`config.mk`:
```
export PLATFORM = sky130hd
export DESIGN_NAME = eth_fcs_delay
export DESIGN_NICKNAME = d
export VERILOG_FILES = /design/src/rtl/eth_pkg.sv /design/src/rtl/eth_fcs_delay.sv
export SDC_FILE = /design/constraint.sdc
export NUM_CORES = 1
export LEC_CHECK = 0
export ABC_AREA = 1
export BUFFER_PORTS_ARGS = -buffer_cell sky130_fd_sc_hd__buf_2
export CORE_MARGIN = 2
export CORE_UTILIZATION = 55
export DETAILED_ROUTE_END_ITERATION = 7
export GPL_TIMING_DRIVEN = 1
export PLACE_DENSITY = 0.73
export SYNTH_ARGS = -nofsm -noshare
export SYNTH_HDL_FRONTEND = slang
export SYNTH_SLANG_ARGS = --single-unit
```
`constraint.sdc`:
```
create_clock -name clk -period 1.25 [get_ports clk]
set_input_delay 0.0625 -clock clk [delete_from_list [all_inputs] [get_ports clk]]
set_output_delay 0.0625 -clock clk [all_outputs]
set_load 0.01 [all_outputs]
```
`src/rtl/eth_pkg.sv`:
```
// Shared definitions for the Ethernet FCS checker: CRC-32 constants, FSM state
// type and the byte-wide CRC update used by the checker datapath.
package eth_pkg;

    localparam logic [31:0] CRC32_POLY    = 32'h04C11DB7;
    localparam logic [31:0] CRC32_INIT    = 32'hFFFFFFFF;
    // Register value left behind once the FCS bytes have been folded in.
    localparam logic [31:0] CRC32_RESIDUE = 32'hC704DD7B;
    localparam int unsigned FCS_LEN       = 4;

    typedef enum logic [1:0] {
        StIdle,
        StFill,
        StStream
    } fcs_state_e;

    // Non-reflected left-shift CRC-32 step; byte bit 0 enters the register first.
    function automatic logic [31:0] crc32_step(input logic [31:0] crc, input logic [7:0] data);
        logic [31:0] c;
        logic        fb;
        c = crc;
        for (int i = 0; i < 8; i++) begin
            fb = c[31] ^ data[i];
            c  = {c[30:0], 1'b0};
            if (fb) begin
                c = c ^ CRC32_POLY;
            end
        end
        return c;
    endfunction

endpackage

```
`src/rtl/eth_fcs_delay.sv`:
```
// Four-deep byte shift buffer. dout is the oldest byte, i.e. the one that
// leaves the buffer on the next shift.
module eth_fcs_delay
    import eth_pkg::*;
(
    input  logic       clk,
    input  logic       clear,
    input  logic       shift_en,
    input  logic [7:0] din,
    output logic [7:0] dout
);

    logic [7:0] stage_q [FCS_LEN];

    // Shift one byte in per enable; clear flushes every stage to zero.
    always_ff @(posedge clk) begin
        if (clear) begin
            for (int unsigned i = 0; i < FCS_LEN; i++) begin
                stage_q[i] <= 8'h00;
            end
        end else if (shift_en) begin
            stage_q[0] <= din;
            for (int unsigned i = 1; i < FCS_LEN; i++) begin
                stage_q[i] <= stage_q[i-1];
            end
        end
    end

    assign dout = stage_q[FCS_LEN-1];

endmodule

```
-- After elaboration in Yosys (flattened, before gate mapping)
Memories as Yosys holds them, arrays and structs flattened.
Cells that the tools add are included.
W data, S select, Z words.
- ROM bits: 0
- bits in writable memories: 32
- input bits: 11
- output and inout bits: 8
- logic and storage cells: 14
- latch bits: 0
- memories: 1
- flip-flop bits (word level): 0
- magnitude comparators: 0
- add/subtract/negate cells: 0
- multiplexer cells: 9
- bitwise operators: 4
- reductions and logical operators: 0
- equal/unequal tests: 0
- $mul: 0
- divide/modulo/power cells: 0
- shift-type cells: 0
- memories (name ; depth ; bits a word ; rd ports ; clocked after Yosys merged registers in ; wr ports ; RTL line ; text):
    stage_q ; 4 ; 8 ; 4 ; 0 ; 4 ; eth_fcs_delay.sv:13 ; logic [7:0] stage_q [FCS_LEN];
- operator list (cell ; number):
    $mux W8 ; 4
    $mux W1 ; 5
    $or A1 B1 Y1 ; 4

-- Depth between registers and ports, before layout
- depth after elaboration: 4
- mapped depth: 4
- depth with buffers taken out: 3

-- Worst setup path after synthesis
No wires, ideal clock.
- path type: in2reg
- start: in shift_en
- end: mem stage_q[0][0] (enable)
- slack: 0.347 ns
- stages: 1
- path buffers: 0
- setup time: 0.330 ns
- required time: 0.920 ns
- arrival: 0.574 ns
- cell sequence: or2_2
- RTL lines (element ; RTL line ; text):
    start: declaration ; eth_fcs_delay.sv:8 ; input logic shift_en,
    end: declaration ; eth_fcs_delay.sv:13 ;

==> flow_summary.ini <==
[status]
outcome = completed

[timing]
worst_clock_skew_ps = 4.32
finalHoldViolCount = 0
grt_setup_unrepaired = no
tightest_slew_ps = 274
layout_min_cycle_time_ps = 892
totalNegativeSetupSlack_ps = 0
slew-limit-headroom_pct = 81.7
report.final.slew_viol_count = 0
fmax_mhz = 1120
finalSetupViolations = 0
timing.final.crit_share_pct = 71.4

[global_route]
track_usage_pct = 13.4
via_count_of_the_first_global_routing_pass = 635
grt_max_degree = 33
grt_overflow_total = 0
number_of_antenna_violations_at_the_first_check_in_global_routing = 0
wire_length_of_the_first_global_routing_pass_mm = 2.47

[cells_and_area]
fillerInstances = 190
reg.largest.list = stage_q: 32 flops
layout-area-overhead-vs-synth_pct = 13.3
largest_reg_flops = 32
fraction_of_layout_instances_using_a_drive_strength_above_1_pct = 45.2
largest_register = stage_q
fin_util_pct = 66.6
multiInputGateArea_um2 = 208
final-seq-area_um2 = 961
design.final.nets = 137
antenna-diode-count = 0

[worst_setup_path]
worstSetupPathType = flop to output pin
worstSetupStartpointType = flop
cpLargestDelayFamily = flip-flops
reg2reg_setup_slack_ps = 520
worst_path_max_delay_cell = sky130_fd_sc_hd__edfxtp_1
critical_path.n_buffers_inverters = 1
path_cells = buf_2
critical_path_peak_fanout = 1
worst-endpoint-required_ps = 1190
timing.critical_path.to_type = output pin
timing.critical_path.slowest_cell_delay_ps = 380
worst-endpoint-arrival_ps = 830

[clock_network]
clock-sinks = 32
total_setup_buffers_inserted_after_cts = 0
cts-buffers-inserted = 5
cts.hold.buffers_added = 0
tritoncts = yes
htree_num_levels = 2
buffer_cell_driving_the_clock_tree_root = sky130_fd_sc_hd__clkbuf_4
cts_resized = 0
reg_clk_slew_reported_paths_ps = 90
clk_latency_ps = 310
clock_path_buffers = 2

[die]
die_area_mm2 = 0.00282
num_io_pins = 19
core.rowCount = 17
floorplan.core_area_mm2 = 0.00225
start_util_pct = 58.8
die-width_um = 53.1
fp.dieH_um = 53.1

[detailed_routing]
post_detailed_routing_wire_length_mm = 1.46
first_iter_violations = 8
route.vias.total = 668
antenna_left = 0
viasPerCell = 4.34
routed_wire_length_per_instance_um = 9.49
remaining_drc_errors = 0
drt_first_pass_iters = 2

[synthesis]
synth_top_area_share_pct = 72.5
synth.cells.most_frequent = 33 x sky130_fd_sc_hd__inv_1, 32 x sky130_fd_sc_hd__edfxtp_1, 30 x sky130_fd_sc_hd__nor2_2, 3 x sky130_fd_sc_hd__buf_6, 2 x sky130_fd_sc_hd__nor2_1
post-synth-top-count-cell = sky130_fd_sc_hd__inv_1
synthFlopType = sky130_fd_sc_hd__edfxtp_1
mappedNetlistArea_mm2 = 0.00133
syn_nets = 113
asyncSetResetFlopFracSynth_pct = 0
synth_area_leaders = sky130_fd_sc_hd__edfxtp_1 72%, sky130_fd_sc_hd__nor2_2 14%, sky130_fd_sc_hd__inv_1 9.3%
yosys.cell_types.count = 7
synth_warnings = 0
post-synth-top-area-cell = sky130_fd_sc_hd__edfxtp_1
number_of_synthesized_flops_with_an_enable_pin = 32
synth-seq-area-share_pct = 72.5
syn_avg_cell_area_um2 = 13.0
synth_seq_cells = 32
synth_cells = 102

[power_and_ir_drop]
peakVddDrop_mv = 0.930
cellPowerDensity_mw_per_mm2 = 1280
cellLeakagePower_uw = 0.000645

[place]
port-buffer-count = 18
detailed_place_hpwl_um = 942
place_congestion = 0.599

[worst_hold_path]
timing.hold.worst.class = input pin to flop

[flow_run]
max_cap_viol_count = 0
## final timing paths
check / startpoint / endpoint / cells after the start
worst min-delay path: din[7] / stage_q[0][7] / 3
worst max register to register: stage_q[2][1] / stage_q[3][1] / 2
worst max-delay path: stage_q[3][3] / dout[3] / 1
worst min register to register: stage_q[0][6] / stage_q[1][6] / 2
## metrics by stage
step / setup slack [ps] / std cells / area, um2 / power, uW / hold slack, ps
2_1_floorplan: 347 / 102 / 1330 / 1400 / 276
3_3_place_gp: 324 / 147 / 1460 / 1440 / 360
3_5_place_dp: 275 / 147 / 1460 / 1450 / 366
4_1_cts: 332 / 154 / 1500 / 1950 / 27.3
5_1_grt: 312 / 154 / 1500 / 2010 / 33.0
6_report: 358 / 154 / 1500 / 1920 / 47.5
## cell type report
type / count / area share, %
inverter: 33 / 8.24
timing repair buffer: 20 / 8.66
multi-input combinational: 34 / 13.8
sequential: 32 / 63.9
clock buffer: 5 / 2.50
tap: 28 / 2.33
clock inverter: 2 / 0.500
## cell usage in the layout (no fill, tap or decap), drive strengths merged
master | synthesis | layout
inv | 33 | 33
buf | 3 | 20
clkinv | 0 | 2
or2 | 1 | 1
clkbuf | 0 | 5
edfxtp | 32 | 32
nor2 | 32 | 32
nand2 | 1 | 1
## routing by layer
metal	wire length, um	vias up	GRT usage (%)
met4	0	0	6.41
met2	847	21	25.0
met5	0	-	0
met1	531	299	10.9
li1	-	348	-
met3	83	0	7.63
## kinds of logic (layout without fill, tap and decap cells)
group | after synthesis | in the layout | share of synthesized area (%)
flops | 32 | 32 | 72.5
simple gates | 34 | 34 | 15.7
buf+inv | 36 | 60 | 11.9
## power by group
part	switching [uW]	internal (uW)
combinational	94.6	58.1
sequential	16.4	1250
clock	301	196
## tightest hold or removal path, stage by stage
cell	delay, ps
sky130_fd_sc_hd__buf_2	70
sky130_fd_sc_hd__inv_1	30
sky130_fd_sc_hd__nor2_2	80
(Power assumes the default switching activity.)
